## src/rtl/fila_arbiter.sv

```systemverilog
// Two-producer round-robin arbiter feeding a byte queue. Each transfer takes
// three cycles: IDLE (decide), ISSUE (strobe + ack) and SETTLE (occupancy catches up).
module fila_arbiter #(
    parameter int DEPTH       = 8,
    parameter int STALL_LIMIT = 16
) (
    input  logic       clk_1MHz,
    input  logic       reset,
    input  logic       req_a,
    input  logic [7:0] data_a,
    input  logic       req_b,
    input  logic [7:0] data_b,
    input  logic [7:0] fila_len_in,
    output logic       enqueue_out,
    output logic [7:0] enq_data_out,
    output logic       ack_a,
    output logic       ack_b,
    output logic       full_out,
    output logic       stall_a_out,
    output logic       stall_b_out,
    output logic [7:0] grant_cnt_a,
    output logic [7:0] grant_cnt_b
);

    localparam int SW = $clog2(STALL_LIMIT + 1);

    typedef enum logic [1:0] {
        IDLE   = 2'd0,
        ISSUE  = 2'd1,
        SETTLE = 2'd2
    } state_t;

    state_t         state_r;
    logic           prefer_a_r;
    logic [SW-1:0]  stall_cnt_a_r;
    logic [SW-1:0]  stall_cnt_b_r;
    logic [SW-1:0]  stall_a_nxt_s;
    logic [SW-1:0]  stall_b_nxt_s;
    logic           grant_a_s;
    logic           grant_b_s;

    // Saturating wait counter: clears when the request drops or is acked.
    function automatic logic [SW-1:0] stall_next(input logic [SW-1:0] cnt,
                                                 input logic req,
                                                 input logic ack);
        if (!req || ack) begin
            return {SW{1'b0}};
        end else if (cnt == SW'(STALL_LIMIT)) begin
            return cnt;
        end else begin
            return cnt + SW'(1);
        end
    endfunction

    // Occupancy above DEPTH is treated as full as well.
    assign full_out = (32'(fila_len_in) >= 32'(DEPTH));

    // Grant decision, only taken in IDLE with room in the queue.
    always_comb begin
        grant_a_s = 1'b0;
        grant_b_s = 1'b0;
        if (state_r == IDLE && !full_out) begin
            if (req_a && req_b) begin
                grant_a_s = prefer_a_r;
                grant_b_s = !prefer_a_r;
            end else begin
                grant_a_s = req_a;
                grant_b_s = req_b;
            end
        end else begin
            grant_a_s = 1'b0;
            grant_b_s = 1'b0;
        end
    end

    // Next stall counter values.
    always_comb begin
        stall_a_nxt_s = stall_next(stall_cnt_a_r, req_a, ack_a);
        stall_b_nxt_s = stall_next(stall_cnt_b_r, req_b, ack_b);
    end

    // Transfer FSM with registered strobe, acks, data and round-robin pointer.
    always_ff @(posedge clk_1MHz or negedge reset) begin
        if (!reset) begin
            state_r      <= IDLE;
            enqueue_out  <= 1'b0;
            ack_a        <= 1'b0;
            ack_b        <= 1'b0;
            enq_data_out <= 8'h00;
            prefer_a_r   <= 1'b1;
        end else begin
            case (state_r)
                IDLE: begin
                    if (grant_a_s || grant_b_s) begin
                        state_r      <= ISSUE;
                        enqueue_out  <= 1'b1;
                        ack_a        <= grant_a_s;
                        ack_b        <= grant_b_s;
                        enq_data_out <= grant_a_s ? data_a : data_b;
                        prefer_a_r   <= grant_b_s;
                    end else begin
                        enqueue_out <= 1'b0;
                        ack_a       <= 1'b0;
                        ack_b       <= 1'b0;
                    end
                end
                ISSUE: begin
                    state_r     <= SETTLE;
                    enqueue_out <= 1'b0;
                    ack_a       <= 1'b0;
                    ack_b       <= 1'b0;
                end
                SETTLE: begin
                    state_r     <= IDLE;
                    enqueue_out <= 1'b0;
                    ack_a       <= 1'b0;
                    ack_b       <= 1'b0;
                end
                default: begin
                    state_r     <= IDLE;
                    enqueue_out <= 1'b0;
                    ack_a       <= 1'b0;
                    ack_b       <= 1'b0;
                end
            endcase
        end
    end

    // Stall counters and their flags, flag tracks the saturated value.
    always_ff @(posedge clk_1MHz or negedge reset) begin
        if (!reset) begin
            stall_cnt_a_r <= {SW{1'b0}};
            stall_cnt_b_r <= {SW{1'b0}};
            stall_a_out   <= 1'b0;
            stall_b_out   <= 1'b0;
        end else begin
            stall_cnt_a_r <= stall_a_nxt_s;
            stall_cnt_b_r <= stall_b_nxt_s;
            stall_a_out   <= (stall_a_nxt_s == SW'(STALL_LIMIT));
            stall_b_out   <= (stall_b_nxt_s == SW'(STALL_LIMIT));
        end
    end

    // Saturating grant counters, stepped by the ack pulses.
    always_ff @(posedge clk_1MHz or negedge reset) begin
        if (!reset) begin
            grant_cnt_a <= 8'd0;
            grant_cnt_b <= 8'd0;
        end else begin
            if (ack_a && grant_cnt_a != 8'hFF) begin
                grant_cnt_a <= grant_cnt_a + 8'd1;
            end else begin
                grant_cnt_a <= grant_cnt_a;
            end
            if (ack_b && grant_cnt_b != 8'hFF) begin
                grant_cnt_b <= grant_cnt_b + 8'd1;
            end else begin
                grant_cnt_b <= grant_cnt_b;
            end
        end
    end

endmodule

```

## config.mk

```make
export PLATFORM = sky130hd
export DESIGN_NAME = fila_arbiter
export DESIGN_NICKNAME = d
export VERILOG_FILES = /design/src/rtl/fila_arbiter.sv
export SDC_FILE = /design/constraint.sdc
export NUM_CORES = 1
export LEC_CHECK = 0
export ABC_AREA = 1
export CAP_MARGIN = 30
export CORE_ASPECT_RATIO = 0.8
export CORE_UTILIZATION = 49
export DETAILED_ROUTE_END_ITERATION = 6
export PLACE_DENSITY = 0.8
export SYNTH_ARGS = -nofsm -noshare
export SYNTH_HDL_FRONTEND = slang
export SYNTH_SLANG_ARGS = --single-unit
```

## constraint.sdc

```tcl
create_clock -name clk_1MHz -period 1.8 [get_ports clk_1MHz]
set_input_delay 0.36 -clock clk_1MHz [delete_from_list [all_inputs] [get_ports clk_1MHz]]
set_output_delay 0.36 -clock clk_1MHz [all_outputs]
set_load 0.01 [all_outputs]
```

==> run metrics <==
RSZ-0062 raised after global routing false; H-tree depth 2; TritonRoute pass-1 iters 4; Synth Warn # 0; Sinks on Clock Net 42; Reg clk slew, reported paths around 0.08 ns; status complete, no violations; Ports just under 60; Crit Path Class flop to output pin; Placed Cells between 300 and 400; die area slightly below 5000 um2; setup TNS 0 ns; Reg2Reg Depth 8; row count 21; Critical Path AT between 1 and 1.5 ns; # hold bufs at CTS 0; core outline area around 4300 um2; P_leak 0.00150 uW; final net count 376; Synth top area share a little under half; met3 WL ~210 um; met1 WL 2050 um; main combinational cell family by area after synthesis simple AND/OR/NAND/NOR gates; gr ovfl total 0; maxcap violations 0; CTS root buf clkbuf_8; FF-to-FF Start grant_cnt_a[0]; commonest non-fill, non-tap cell in the layout nand2_1; Startpoint Class flop; routed len/inst roughly 11 um; WP buf/inv 1; DP HPWL 3330 um; post-route ant nets 0; worst vdd ir ~0.46 mV; HP Class input port to async pin; WL final between 4000 and 5000 um; power per cell area between 700 and 800 nW/um2; crit path cell chain clkdlybuf4s50_1; most frequent cells in the layout nand2_1 (83), clkdlybuf4s50_1 (52), inv_1 (50); Max Buffers Root-to-Sink 2; Post-CTS Setup Inserts 0; Req. time, crit path between 1 and 1.5 ns; Top Layer Used met4; Final setup viols 0; Antenna Cells 0; post-synthesis cell type count 24; Compound-Gate Fraction of Synth Area 2.54%; Rel. slew slack between 60 and 70%; syn_nets approximately 310; antenna violations before repair 0; post-synthesis sequential area ratio between 40% and 50%; Least-Margin Pin Slew about 0.51 ns; mux cell area share after synthesis 0%; Die Y 62.2 um; critical path's top delay family buffers and inverters; Vias 1,911; crit path max-delay cell type clkdlybuf4s50_1; FF-to-FF setup slack between 0.2 and 0.3 ns; Layout Skew around 0.0040 ns; adder-cell share of the synthesized area under 10%; Initial Utilization between 50% and 60%; Final Hold Fails 0; XOR/XNOR share of the synthesized area 5.13%; vias in the first global route roughly 1,800; cells after synthesis about 280; FILL cells around 370; Period Utilization, post-route between 90% and 100%; P&R area growth vs syn 32.1%; largest net degree at the start of global routing 43; max-slew violations 0; Yosys top cell by area dfrtp_1; Mapped Avg Cell Area around 8.0 um2; Max Clk Rate ~0.58 GHz; share of cells above drive strength 1 8.45%; Num CTS Buffers 5; area of the multi-input gates 943 um2; Worst setup EP type output pin; vias per inst between 4 and 5; CTS tree yes; Tot GR Track Use between 20 and 25%; clock latency on the worst-skew pair between 0.2 and 0.3 ns; crit path time final 1.71 ns; met2 wire len between 2000 and 2500 um; top post-synthesis cells by area dfrtp_1 (46%), nand2_1 (14%), inv_1 (8.5%); 1st-iter DRT viols 90; I/O Buffers 54; Die Wd between 70 and 80 um; non-filler cells, final 400; FF+latch area 1050 um2; R2R Path End grant_cnt_a[7]; CP max FO 6; CP Depth 1; DRC Markers 0; first-pass GRT wire length about 7800 um; synthesized cell area about 2200 um2; Seq cells post-synth 42; GPL Wtd Cong 0.821; Simple-Gate Fraction of Synth Area between 30% and 40%; slowest stage delay, CP 0.58 ns
==> per-layer routing <==
layer	track usage, %	vias to the layer above
met5	0	-
met4	6.37	0
met3	5.29	5
met2	33.7	50
met1	26.5	869
li1	-	987
==> worst max path at each step <==
stage,startpoint,end
global route,fila_len_in[5],enq_data_out[1]
global placement,fila_len_in[7],full_out
CTS,fila_len_in[4],full_out
detailed placement,fila_len_in[4],full_out
finish,ack_a,ack_a
floorplan,grant_cnt_a[0],grant_cnt_a[7]
==> synth_stat cells <==
master and n:
nand3_1 27, nor2_4 2, nand3b_1 1, dfstp_2 1
nand4_1 12, nand2_2 2, o21ai_0 7, a21boi_2 1
ha_1 6, nor2_1 17, inv_4 1, xor2_1 8
xnor2_1 5, nand2_4 1, inv_1 50, dfrtp_1 41
buf_6 2, a21oi_1 2, nor2_2 1, nor3_1 3
nor3_2 2, inv_2 2, nand2_1 83, nand3_4 1
==> state kept, by name, summed over array words and instances, names as in the netlist <==
signal / flops
ack_a: 1
ack_b: 1
enq_data_out: 8
enqueue_out: 1
grant_cnt_a: 8
grant_cnt_b: 8
prefer_a_r: 1
stall_a_out: 1
stall_b_out: 1
stall_cnt_a_r: 5
stall_cnt_b_r: 5
state_r: 2
==> logic make-up after synthesis <==
logic type      count (synthesis)
simple gates                  152
buf+inv                        55
flops                          42
xor+xnor                       13
compound gates                 10
fa+ha+maj                       6
==> metrics by stage <==
step | total power [uW] | util [%] | cell area [um2] | hold WS (ns) | setup slack (ns)
detailed placement | 1560 | 66.8 | 2840 | 0.452 | -0.121
floorplan | 1300 | - | 2220 | 0.0644 | 0.414
global route | 2290 | 68.9 | 2930 | 0.161 | 0.00700
CTS | 2190 | 69.0 | 2940 | 0.129 | 0.0751
global placement | 1550 | 66.8 | 2840 | 0.460 | -0.127
finish | 2160 | 68.9 | 2930 | 0.113 | 0.0892
==> cell type report <==
| type | instances | share of cell area, % |
|---|---|---|
| clock inverters | 2 | 0.427 |
| well taps | 57 | 2.43 |
| multi-input cells | 181 | 32.2 |
| inverters | 53 | 6.87 |
| clock buffers | 6 | 2.82 |
| repair buffers | 59 | 19.4 |
| flip-flops and latches | 42 | 35.9 |
==> where the power goes <==
group	internal, uW	switching, uW
Clock	308	315
Sequential	1030	74.9
Combinational	237	193
==> timing repair <==
action | CTS | global route
gates resized for setup | 1 | 2
endpoints found under the setup margin | 1 | 1
pin swaps | 0 | 2
Power figures use the tool's default switching activity.
